## src/rtl/muldiv_pkg.sv

```systemverilog
// rtl/muldiv_pkg.sv - op codes, FSM encoding and constants for the HI/LO multiply/divide unit
package muldiv_pkg;

  localparam logic [1:0] OP_MULT  = 2'b00;
  localparam logic [1:0] OP_MULTU = 2'b01;
  localparam logic [1:0] OP_DIV   = 2'b10;
  localparam logic [1:0] OP_DIVU  = 2'b11;

  typedef enum logic [1:0] {
    S_IDLE = 2'b00,
    S_RUN  = 2'b01,
    S_FIX  = 2'b10
  } state_t;

  localparam logic [31:0] DIV0_LO = 32'hFFFF_FFFF;

endpackage

```

## src/rtl/muldiv_iter_core.sv

```systemverilog
// rtl/muldiv_iter_core.sv - one shift-add (multiply) or restoring shift-subtract (divide) step
module muldiv_iter_core (
  input  logic        is_div,
  input  logic [63:0] acc,
  input  logic [31:0] opnd,
  output logic [63:0] acc_next
);

  logic [32:0] add_sum;
  logic [32:0] sub_diff;

  // Multiply: acc = {partial product, remaining multiplier bits}; divide: acc = {remainder, dividend/quotient}.
  assign add_sum  = {1'b0, acc[63:32]} + (acc[0] ? {1'b0, opnd} : 33'd0);
  assign sub_diff = acc[63:31] - {1'b0, opnd};

  always_comb begin
    acc_next = {add_sum, acc[31:1]};
    if (is_div) begin
      if (!sub_diff[32]) begin
        acc_next = {sub_diff[31:0], acc[30:0], 1'b1};
      end else begin
        acc_next = {acc[62:0], 1'b0};
      end
    end
  end

endmodule

```

## src/rtl/muldiv_ctrl.sv

```systemverilog
// rtl/muldiv_ctrl.sv - HI/LO multiply/divide sequencer with MTHI/MTLO path
// MULDIV_FAST_MUL_EN: single-cycle combinational MULT/MULTU; divide stays iterative.
module muldiv_ctrl
  import muldiv_pkg::*;
#(
  parameter int ITER  = 32,
  parameter int CNT_W = 6
) (
  input  logic        clk,
  input  logic        rst,
  input  logic        op_valid,
  input  logic [1:0]  op_code,
  input  logic [31:0] op_a,
  input  logic [31:0] op_b,
  input  logic        flush,
  input  logic        hi_we,
  input  logic        lo_we,
  input  logic [31:0] wdata,
  output logic [31:0] hi,
  output logic [31:0] lo,
  output logic        busy,
  output logic        done
);

  localparam logic [CNT_W-1:0] CNT_LAST = CNT_W'(ITER - 1);

  state_t           state;
  logic [CNT_W-1:0] cnt;
  logic [63:0]      acc;
  logic [63:0]      acc_next;
  logic [31:0]      opnd;
  logic             is_div;
  logic             neg_res;
  logic             neg_rem;
  logic             div0;

  logic             is_signed_op;
  logic             op_is_div;
  logic             a_neg;
  logic             b_neg;
  logic [31:0]      mag_a;
  logic [31:0]      mag_b;
  logic [31:0]      quo;
  logic [31:0]      rem;

  always_comb begin
    is_signed_op = (op_code == OP_MULT) || (op_code == OP_DIV);
    op_is_div    = (op_code == OP_DIV) || (op_code == OP_DIVU);
    a_neg        = is_signed_op & op_a[31];
    b_neg        = is_signed_op & op_b[31];
    mag_a        = a_neg ? -op_a : op_a;
    mag_b        = b_neg ? -op_b : op_b;
  end

  assign quo = acc[31:0];
  assign rem = acc[63:32];

`ifdef MULDIV_FAST_MUL_EN
  logic signed [63:0] sprod;
  logic [63:0]        uprod;
  assign sprod = $signed({{32{op_a[31]}}, op_a}) * $signed({{32{op_b[31]}}, op_b});
  assign uprod = {32'd0, op_a} * {32'd0, op_b};
`endif

  muldiv_iter_core u_core (
    .is_div   (is_div),
    .acc      (acc),
    .opnd     (opnd),
    .acc_next (acc_next)
  );

  always_ff @(posedge clk or posedge rst) begin
    if (rst) begin
      state   <= S_IDLE;
      cnt     <= '0;
      acc     <= '0;
      opnd    <= '0;
      is_div  <= 1'b0;
      neg_res <= 1'b0;
      neg_rem <= 1'b0;
      div0    <= 1'b0;
      hi      <= '0;
      lo      <= '0;
      busy    <= 1'b0;
      done    <= 1'b0;
    end else begin
      done <= 1'b0;
      if (flush) begin
        state <= S_IDLE;
        busy  <= 1'b0;
        cnt   <= '0;
      end else begin
        case (state)
          S_IDLE: begin
            if (op_valid) begin
`ifdef MULDIV_FAST_MUL_EN
              if (!op_is_div) begin
                {hi, lo} <= is_signed_op ? sprod : uprod;
                done     <= 1'b1;
              end else
`endif
              begin
                state   <= S_RUN;
                busy    <= 1'b1;
                cnt     <= '0;
                is_div  <= op_is_div;
                neg_res <= a_neg ^ b_neg;
                neg_rem <= a_neg;
                div0    <= op_is_div && (op_b == 32'd0);
                acc     <= op_is_div ? {32'd0, mag_a} : {32'd0, mag_b};
                opnd    <= op_is_div ? mag_b : mag_a;
              end
            end else begin
              if (hi_we) hi <= wdata;
              if (lo_we) lo <= wdata;
            end
          end
          S_RUN: begin
            acc <= acc_next;
            cnt <= cnt + 1'b1;
            if (cnt == CNT_LAST) state <= S_FIX;
          end
          S_FIX: begin
            // Divide-by-zero leaves the dividend in the remainder, so only LO needs overriding.
            if (is_div) begin
              lo <= div0 ? DIV0_LO : (neg_res ? -quo : quo);
              hi <= neg_rem ? -rem : rem;
            end else begin
              {hi, lo} <= neg_res ? -acc : acc;
            end
            state <= S_IDLE;
            busy  <= 1'b0;
            done  <= 1'b1;
            cnt   <= '0;
          end
          default: begin
            state <= S_IDLE;
            busy  <= 1'b0;
          end
        endcase
      end
    end
  end

  a_no_req_while_busy: assert property (@(posedge clk) disable iff (rst)
    busy |-> !(op_valid || hi_we || lo_we))
    else $warning("muldiv_ctrl: request ignored while busy");

endmodule

```

## config.mk

```make
export PLATFORM = sky130hd
export DESIGN_NAME = muldiv_ctrl
export DESIGN_NICKNAME = d
export VERILOG_FILES = /design/src/rtl/muldiv_pkg.sv /design/src/rtl/muldiv_iter_core.sv /design/src/rtl/muldiv_ctrl.sv
export SDC_FILE = /design/constraint.sdc
export NUM_CORES = 1
export LEC_CHECK = 0
export ABC_AREA = 1
export CAP_MARGIN = 15
export CORE_MARGIN = 2
export CORE_UTILIZATION = 55
export CTS_BUF_LIST = sky130_fd_sc_hd__clkbuf_4 sky130_fd_sc_hd__clkbuf_8
export CTS_CLUSTER_DIAMETER = 100
export DETAILED_ROUTE_END_ITERATION = 8
export PLACE_DENSITY = 0.85
export SYNTH_ARGS = -nofsm -noshare
export SYNTH_HDL_FRONTEND = slang
export SYNTH_SLANG_ARGS = --single-unit
```

## constraint.sdc

```tcl
create_clock -name clk -period 7.9 [get_ports clk]
set_input_delay 0.79 -clock clk [delete_from_list [all_inputs] [get_ports clk]]
set_output_delay 0.79 -clock clk [all_outputs]
set_load 0.02 [all_outputs]
```

; Word-level counts from Yosys, hierarchy flattened
; Cells that the tools add are included.
[totals]
word_cells = 85
reg_bits = 174
input_bits = 104
output_inout_bits = 66
[op_classes]
n_eq_ne = 12
n_addsub = 8
muxes = 33
reduce_logical = 16
n_bitwise = 4
[op_table]
columns = op, n
row1 = 32-bit 2-to-1 mux, 14
row2 = 64-bit 2-to-1 mux, 4
row3 = 32-bit negator, 4
row4 = 32-bit case mux with 2 select lines, 2
row5 = 64-bit case mux with 2 select lines, 1
row6 = 64-bit negator, 1
row7 = 32-bit by 33-bit adder with 33-bit output, 1
row8 = 33-bit by 32-bit subtractor with 33-bit output, 1
row9 = 32-bit logical NOT, 1
row10 = 6-bit case mux with 3 select lines, 1
row11 = 6-bit 2-to-1 mux, 2
row12 = "2-bit != test, second input constant", 5
row13 = 4-bit AND reduction, 2
row14 = "6-bit by 1-bit adder with 6-bit output, second input constant", 1
row15 = "2-bit == test, second input constant", 3
row16 = "6-bit by 5-bit == test with 1-bit output, second input constant", 1
row17 = 2-bit 2-to-1 mux, 3
row18 = "3-bit != test, second input constant", 2
row19 = 2-bit AND reduction, 3
row20 = 3-bit AND reduction, 2
row21 = 2-bit logical NOT, 2
row22 = 1-bit 2-to-1 mux, 4
row23 = 2-bit case mux with 2 select lines, 1
row24 = 2-bit nonzero test, 2
row25 = 8 further kinds, 10

; Depth between registers and ports, before layout
; Gate-level depths: netlist of the first run.
[depth]
depth_word = 7
mapped_depth = 19
depth_no_buf = 18

; Cells and area by module
; Synthesis of the first run repeated with hierarchy kept, for this count alone.
[hier_totals]
hier_cells = 3251
area_unflattened_um2 = 18883.1
[modules_own_cells]
columns = module, area_each_um2, cells_per_inst, instances, seq_area_each_um2
row1 = muldiv_ctrl, 12527.0, 1943, 1, 4354.2
row2 = muldiv_iter_core, 6356.1, 1308, 1, 0.0

; Worst setup path after synthesis of the first run
; No wires, ideal clock.
[synth_path]
path_kind = reg-to-reg
start = register acc[31]
end = register acc[0]
setup_slack_ps = 5543
setup_ps = 132
period_less_slack_ps = 2357
n_path_buf = 1
stages_incl_launch_ff = 19
t_arrival_ps = 2225
t_required_ps = 7768
cell_sequence = dfrtp_1 > inv_1 > ha_1 > fa_1 > inv_1 > nand2_1 > nand2_1 > nand3_1 > nand2_2 > nand2_2 > nand2_4 > nand2_4 > nand2_4 > nand2_4 > nand2_4 > buf_8 > nand2_1 > a21oi_1 > a21oi_1
[synth_via]
elab_chain_len = 4
[synth_rtl]
columns = element, line
row1 = from (decl), muldiv_ctrl.sv:29  ; logic [63:0] acc;
row2 = from (signal assigned), muldiv_ctrl.sv:110  ; acc <= op_is_div ? {32'd0, mag_a} : {32'd0, mag_b};
row3 = from (signal assigned), muldiv_ctrl.sv:119  ; acc <= acc_next;
row4 = 33-bit by 32-bit subtractor with 33-bit output, muldiv_iter_core.sv:14  ; assign sub_diff = acc[63:31] - {1'b0, opnd};
row5 = 64-bit 2-to-1 mux, muldiv_iter_core.sv:19  ; if (!sub_diff[32]) begin
row6 = 64-bit 2-to-1 mux, muldiv_iter_core.sv:18  ; if (is_div) begin
row7 = 64-bit case mux with 2 select lines, muldiv_ctrl.sv:93  ; case (state)
; Every way passes these cells.
; A chain may end at the register's enable or synchronous reset.

; Final worst setup path of the first run
[layout_path]
start = register acc[31]
end = register acc[53]
; Same word-level chain as after synthesis.

==> run_results.csv, run 1 <==
group,metric,value,unit
floorplanning,core,0.0334,mm^2
sta,setup_viol,0,
logic_synthesis,netlist_instances,3183,
clock_network,cts_buffer_depth,2,
logic_synthesis,synth.cell_area,0.0186,mm^2
global_routing,grt_pass1_vias,20162,
route,routedWlPerCell,20.5,um
place,io_buffers,169,
logic_synthesis,muxShareOfSynthArea,0,
clock_network,cts_root_buf,"clkbuf_8",
floorplanning,io_pins,170,
place,dp_hpwl,60700,um
finish,areaGrowthSynthToFinish,12.7,%
logic_synthesis,ys_ff_latch,174,
floorplanning,dieArea,0.0352,mm^2
logic_synthesis,synth_top_family_by_area,"simple AND/OR/NAND/NOR gates",
logic_synthesis,syn-num-nets,3358,
logic_synthesis,ys_warn_count,0,
sta,fin_crit_sh,0.401,
route,wl,76800,um
place,gp_congestion,1.03,
route,drt_iter0_drc,3255,
route,firstDrtPassIters,8,
worst_setup_path,rr_startpoint,"acc[31]$_DFFE_PP0P_",
min_path,hp-class,"reg -> reg",
logic_synthesis,synth_fa_ha_area_frac,0.0487,
worst_setup_path,worstRegToRegCells,18,
logic_synthesis,ys.flop_type,"dfrtp_1",
worst_setup_path,critPathCapture,"acc[53]$_DFFE_PP0P_",
sta,worst_slew_pin_slew,1.11,ns
logic_synthesis,yosysTopAreaCellShare,0.235,
logic_synthesis,synth_edf_count,0,
worst_setup_path,critPathKind,"reg -> reg",
logic_synthesis,ys_async_sr_fraction,1.00,
floorplanning,num_rows,67,
finish,drive_gt1_frac,0.0403,
worst_setup_path,critPathArrivalTime,3.63,ns
clock_network,clock_latency,0.54,ns
power,vdd_ir_drop_max,0.000178,V
logic_synthesis,yosysUniqueCellTypes,54,
global_routing,gr-total-overflow,0,
power,power_density,359,mW/mm^2
logic_synthesis,ys_seq_area_frac,0.235,
floorplanning,dieHeight,188,um
route,num_vias,22292,
clock_network,cts_buffers,17,
sta,relSlewSlack,0.258,
route,avgViaCountPerCell,5.95,
clock_network,cts_setup_buffers,0,
clock_network,cts_tree,"built",
logic_synthesis,synth-simple-area-share,0.408,
finish,final_common_cell,"nand2_1",
global_routing,grt_max_degree,106,
global_routing,antenna_found_initial,1,
sta,final.setup.tns,0,ns
sta,skew,0.0310,ns
power,power_leakage,10.6,nW
sta,hold_viol_final,0,
clock_network,clk_transition_reported_paths,0.11,ns
floorplanning,start_util,0.556,
sta,fmax,0.316,GHz
clock_network,cts_hold_buffers,0,
outcome,status,"completed",
clock_network,htree_levels,4,
worst_setup_path,cp.required,8.36,ns
global_routing,grt_pass1_wl,117000,um
finish,final_cell_mix,"nand2_1 (949), inv_1 (459), nor2_1 (351)",
worst_setup_path,worstReg2RegEnd,"acc[53]$_DFFE_PP0P_",
sta,worst_slack,4.73,ns
worst_setup_path,rrSetupSlack,4.73,ns
route,ant_nets,0,
clock_network,cts_sinks,174,
sta,period_needed,3.17,ns
worst_setup_path,startpoint_type,"flop",
place,dpl_worst_slack,4.30,ns
worst_setup_path,crit_start,"acc[31]$_DFFE_PP0P_",
sta,finalMaxSlewViolations,0,
worst_setup_path,endpoint_kind,"flop",
logic_synthesis,synth_top_cells_by_area,"dfrtp_1 (23%), nand2_1 (19%), inv_1 (9.3%)",
flow_run,drv_cap,0,
worst_setup_path,worst-path-max-fanout,31,
logic_synthesis,synth.largest_area_cell,"dfrtp_1",
finish,final_nets,3460,
logic_synthesis,synth-xor-area-share,0.0293,
sta,rsz0062_at_grt,"no",
floorplanning,chipWidth,188,um
clock_network,cts_resized,0,
logic_synthesis,synth_compound_area_frac,0.157,
logic_synthesis,avgSynthCellArea,5.83,um^2
global_routing,grt.total_usage,0.429,
route,drc,0,
metal layers:
| layer | track usage | up-vias | part of all wire |
|---|---|---|---|
| li1 | - | 10432 | - |
| met1 | 0.590 | 10186 | 0.40 |
| met2 | 0.639 | 1476 | 0.42 |
| met3 | 0.106 | 196 | 0.13 |
| met4 | 0.185 | 2 | 0.047 |
| met5 | 0 | - | 0.00016 |
sequential cells by signal, indices dropped and copies added (netlist names):
signal   count
hi          32
acc         64
busy         1
neg_rem      1
neg_res      1
opnd        32
done         1
lo          32
is_div       1
div0         1
state        2
cnt          6
critical path, cell delays in order (launching register included):
cell and delay (ns):
dfrtp_1 0.53, inv_1 0.12, ha_1 0.26, fa_1 0.41, inv_1 0.13, nand2_1 0.06, nand2_1 0.07, nand3_1 0.09
nand2_2 0.13, nand2_2 0.07, nand2_4 0.09, nand2_4 0.08, nand2_4 0.08, nand2_2 0.10, nand2_4 0.35, nand3_1 0.27
nand3_1 0.14, nand2_1 0.06, nand2_1 0.05
through the flow:
step / power, mW / util / cells / hold slack, ns / instance area [um^2]
floorplan: 5.01 / - / 3183 / 0.453 / 18600
global placement: 6.53 / 0.613 / 3712 / 0.464 / 20500
detailed placement: 6.61 / 0.613 / 3712 / 0.474 / 20500
CTS: 7.28 / 0.625 / 3744 / 0.502 / 20900
global route: 8.02 / 0.627 / 3746 / 0.530 / 20900
finish: 7.50 / 0.627 / 3747 / 0.497 / 20900
worst min path at each step:
| stage | to | cells past startpoint | from |
|---|---|---|---|
| finish | lo[20]$_DFFE_PP0P_ | 2 | lo[20]$_DFFE_PP0P_ |
| global route | lo[0]$_DFFE_PP0P_ | 1 | lo[0]$_DFFE_PP0P_ |
| CTS | lo[20]$_DFFE_PP0P_ | 2 | lo[20]$_DFFE_PP0P_ |
| detailed placement | lo[20]$_DFFE_PP0P_ | 2 | lo[20]$_DFFE_PP0P_ |
| global placement | busy$_DFFE_PP0P_ | 2 | busy$_DFFE_PP0P_ |
| floorplan | div0$_DFFE_PP0P_ | 2 | div0$_DFFE_PP0P_ |
report_power, final:
| group | total, mW | leakage [nW] | switching [mW] | internal, mW |
|---|---|---|---|---|
| clock network | 0.666 | 0.186 | 0.428 | 0.238 |
| logic | 5.11 | 8.33 | 3.45 | 1.66 |
| registers | 1.73 | 2.09 | 0.540 | 1.19 |
logic make-up after synthesis:
logic type | after synthesis
fa+ha+maj | 71
buf+inv | 579
simple gates | 1785
flops | 174
xor+xnor | 62
compound gates | 512
synth_stat cells (6+ instances only):
cell type and instances:
xor2_1 49, nand2_2 22, a21oi_1 203, nand4_1 36
nor3_1 26, nand3b_1 18, nor2_1 354, ha_1 69
buf_2 19, o21ai_1 12, nand2_4 7, a31oi_1 21
nor4_1 7, o31ai_1 6, o221ai_1 17, clkbuf_1 71
inv_2 13, xnor2_1 13, o21bai_1 7, o211ai_1 25
dfrtp_1 174, inv_1 460, a2bb2oi_1 17, a22oi_1 7
o21ai_0 168, nand2_1 949, nor2_2 13, o21a_1 10
nand3_1 333
final cells by class:
class                           count  area (um^2)
Inverter                          474         1780
Fill cell                        3319        12500
Tap cell                          448          561
Clock buffer                       18          241
Clock inverter                     14          155
Antenna cell                        1         2.50
Multi-Input combinational cell   2430        11900
Timing Repair Buffer              188         1860
Sequential cell                   174         4360
No activity file was read; power rests on OpenSTA's default activity.
==> run 2: changes to the inputs <==
- clock period: 7.9 -> 3.3 ns (I/O delays scaled with it)
==> run_results.csv, run 2 (synthesis gave the netlist of run 1 again) <==
group,metric,value,unit
outcome,status,"completed",
sta,worst_slew_pin_slew,0.858,ns
place,gp_congestion,1.06,
finish,drive_gt1_frac,0.0475,
finish,regMostFlops,"acc",
worst_setup_path,cp.required,3.73,ns
finish,largest_reg_flops,64,
floorplanning,io_pins,170,
place,place_area,0.0207,mm^2
route,drt_iter0_drc,3102,
sta,final.setup.tns,0,ns
sta,fin_crit_sh,0.872,
global_routing,use_met1,0.588,
clock_network,cts_setup_buffers,0,
clock_network,cts_resized,0,
global_routing,use_met2,0.633,
worst_setup_path,critPathArrivalTime,3.31,ns
finish,post-route-util,0.634,
finish,final_cell_mix,"nand2_1 (949), inv_1 (459), nor2_1 (351)",
floorplanning,dieHeight,188,um
clock_network,cts_root_buf,"clkbuf_8",
finish,areaGrowthSynthToFinish,14.1,%
worst_setup_path,startpoint_type,"flop",
finish,final_common_cell,"nand2_1",
sta,finalMaxSlewViolations,0,
finish,nFillCells,3261,
sta,relSlewSlack,0.427,
sta,setup_viol,0,
floorplanning,start_util,0.556,
floorplanning,core,0.0334,mm^2
clock_network,cts_buffer_depth,2,
route,avgViaCountPerCell,6.00,
place,io_buffers,169,
global_routing,grt.busiest_layer,"met2",
clock_network,cts_tree,"built",
route,ant_nets,0,
place,dp_hpwl,61900,um
floorplanning,dieArea,0.0352,mm^2
sta,skew,0.0234,ns
sta,fmax,0.347,GHz
global_routing,grt_pass1_vias,20673,
route,routedWlPerCell,20.4,um
worst_setup_path,worst-path-max-fanout,31,
clock_network,cts_buffers,17,
power,power_leakage,10.8,nW
global_routing,grt_max_degree,89,
global_routing,gr-total-overflow,0,
clock_network,cts_sinks,174,
sta,holdWs,0.229,ns
sta,period_needed,2.88,ns
floorplanning,chipWidth,188,um
clock_network,htree_levels,4,
worst_setup_path,endpoint_kind,"flop",
clock_network,clock_latency,0.53,ns
power,power_density,862,mW/mm^2
route,wl,77000,um
global_routing,grt_pass1_wl,117000,um
global_routing,grt.total_usage,0.429,
finish,final_nets,3485,
finish,final_area,0.0212,mm^2
global_routing,antenna_found_initial,2,
route,firstDrtPassIters,7,
finish,diodes,0,
sta,hold_viol_final,0,
clock_network,clk_transition_reported_paths,0.11,ns
power,finalPower,18.3,mW
sta,rsz0062_at_grt,"no",
min_path,hp-class,"in -> async",
floorplanning,num_rows,67,
route,drc,0,
clock_network,cts_hold_buffers,0,
power,vdd_ir_drop_max,0.000480,V
flow_run,drv_cap,0,
route,num_vias,22632,
worst_setup_path,critPathKind,"reg -> reg",
global_routing,use_met3,0.118,
==> run 2: layout make-up <==
| cell class | count | area [um^2] | share of cell area |
|---|---|---|---|
| Inverter | 474 | 1780 | 0.0842 |
| Tap cell | 448 | 561 | 0.0265 |
| Clock buffer | 18 | 248 | 0.0117 |
| Clock inverter | 14 | 193 | 0.00910 |
| Timing Repair Buffer | 213 | 2080 | 0.0982 |
| Multi-Input combinational cell | 2430 | 11900 | 0.564 |
| Sequential cell | 174 | 4360 | 0.206 |
==> run 2: layer usage <==
metal,vias to the layer above,share of wire
met5,-,0.00035
met4,4,0.049
met3,223,0.13
met2,1540,0.41
met1,10360,0.40
li1,10505,-
==> run 2: metrics by stage <==
step	std cells	setup slack [ns]
5_1_grt	3771	0.195
3_5_place_dp	3738	0.437
4_1_cts	3770	0.505
2_1_floorplan	3183	0.745
3_3_place_gp	3738	0.503
6_report	3771	0.421
==> run 2: path summary, 6_finish.rpt <==
path / endpoint / slack (ns) / depth (start not counted) / from
min in group clk: hi[14]$_DFFE_PP0P_ / 0.39 / 3 / wdata[14]
max in group asynchronous: is_div$_DFFE_PP0P_ / 2.10 / 3 / rst
min: lo[12]$_DFFE_PP0P_ / 0.23 / 2 / rst
min reg2reg: busy$_DFFE_PP0P_ / 0.50 / 2 / busy$_DFFE_PP0P_
max reg2reg: acc[47]$_DFFE_PP0P_ / 0.42 / 15 / acc[0]$_DFFE_PP0P_
max: acc[47]$_DFFE_PP0P_ / 0.42 / 15 / acc[0]$_DFFE_PP0P_
==> run 2: power by group <==
part	switching, mW	leakage [nW]	internal (mW)	total, mW
sequential	1.12	2.09	2.85	3.96
clock	0.973	0.222	0.737	1.71
combinational	8.48	8.46	4.10	12.6
total	10.6	10.8	7.69	18.3
==> run 2: worst max-delay path, cell delays in order, from the launching register on <==
cell     delay, ns
dfrtp_1       0.42
buf_4         0.35
nand2_1       0.17
fa_1          0.49
o21ai_1       0.29
nand2_1       0.14
nand2_1       0.11
nand2_1       0.05
nand2_1       0.18
nand2_1       0.11
nand3_1       0.08
nand2_1       0.05
o21ai_0       0.16
inv_1         0.06
nand2_1       0.06
nand2_1       0.05
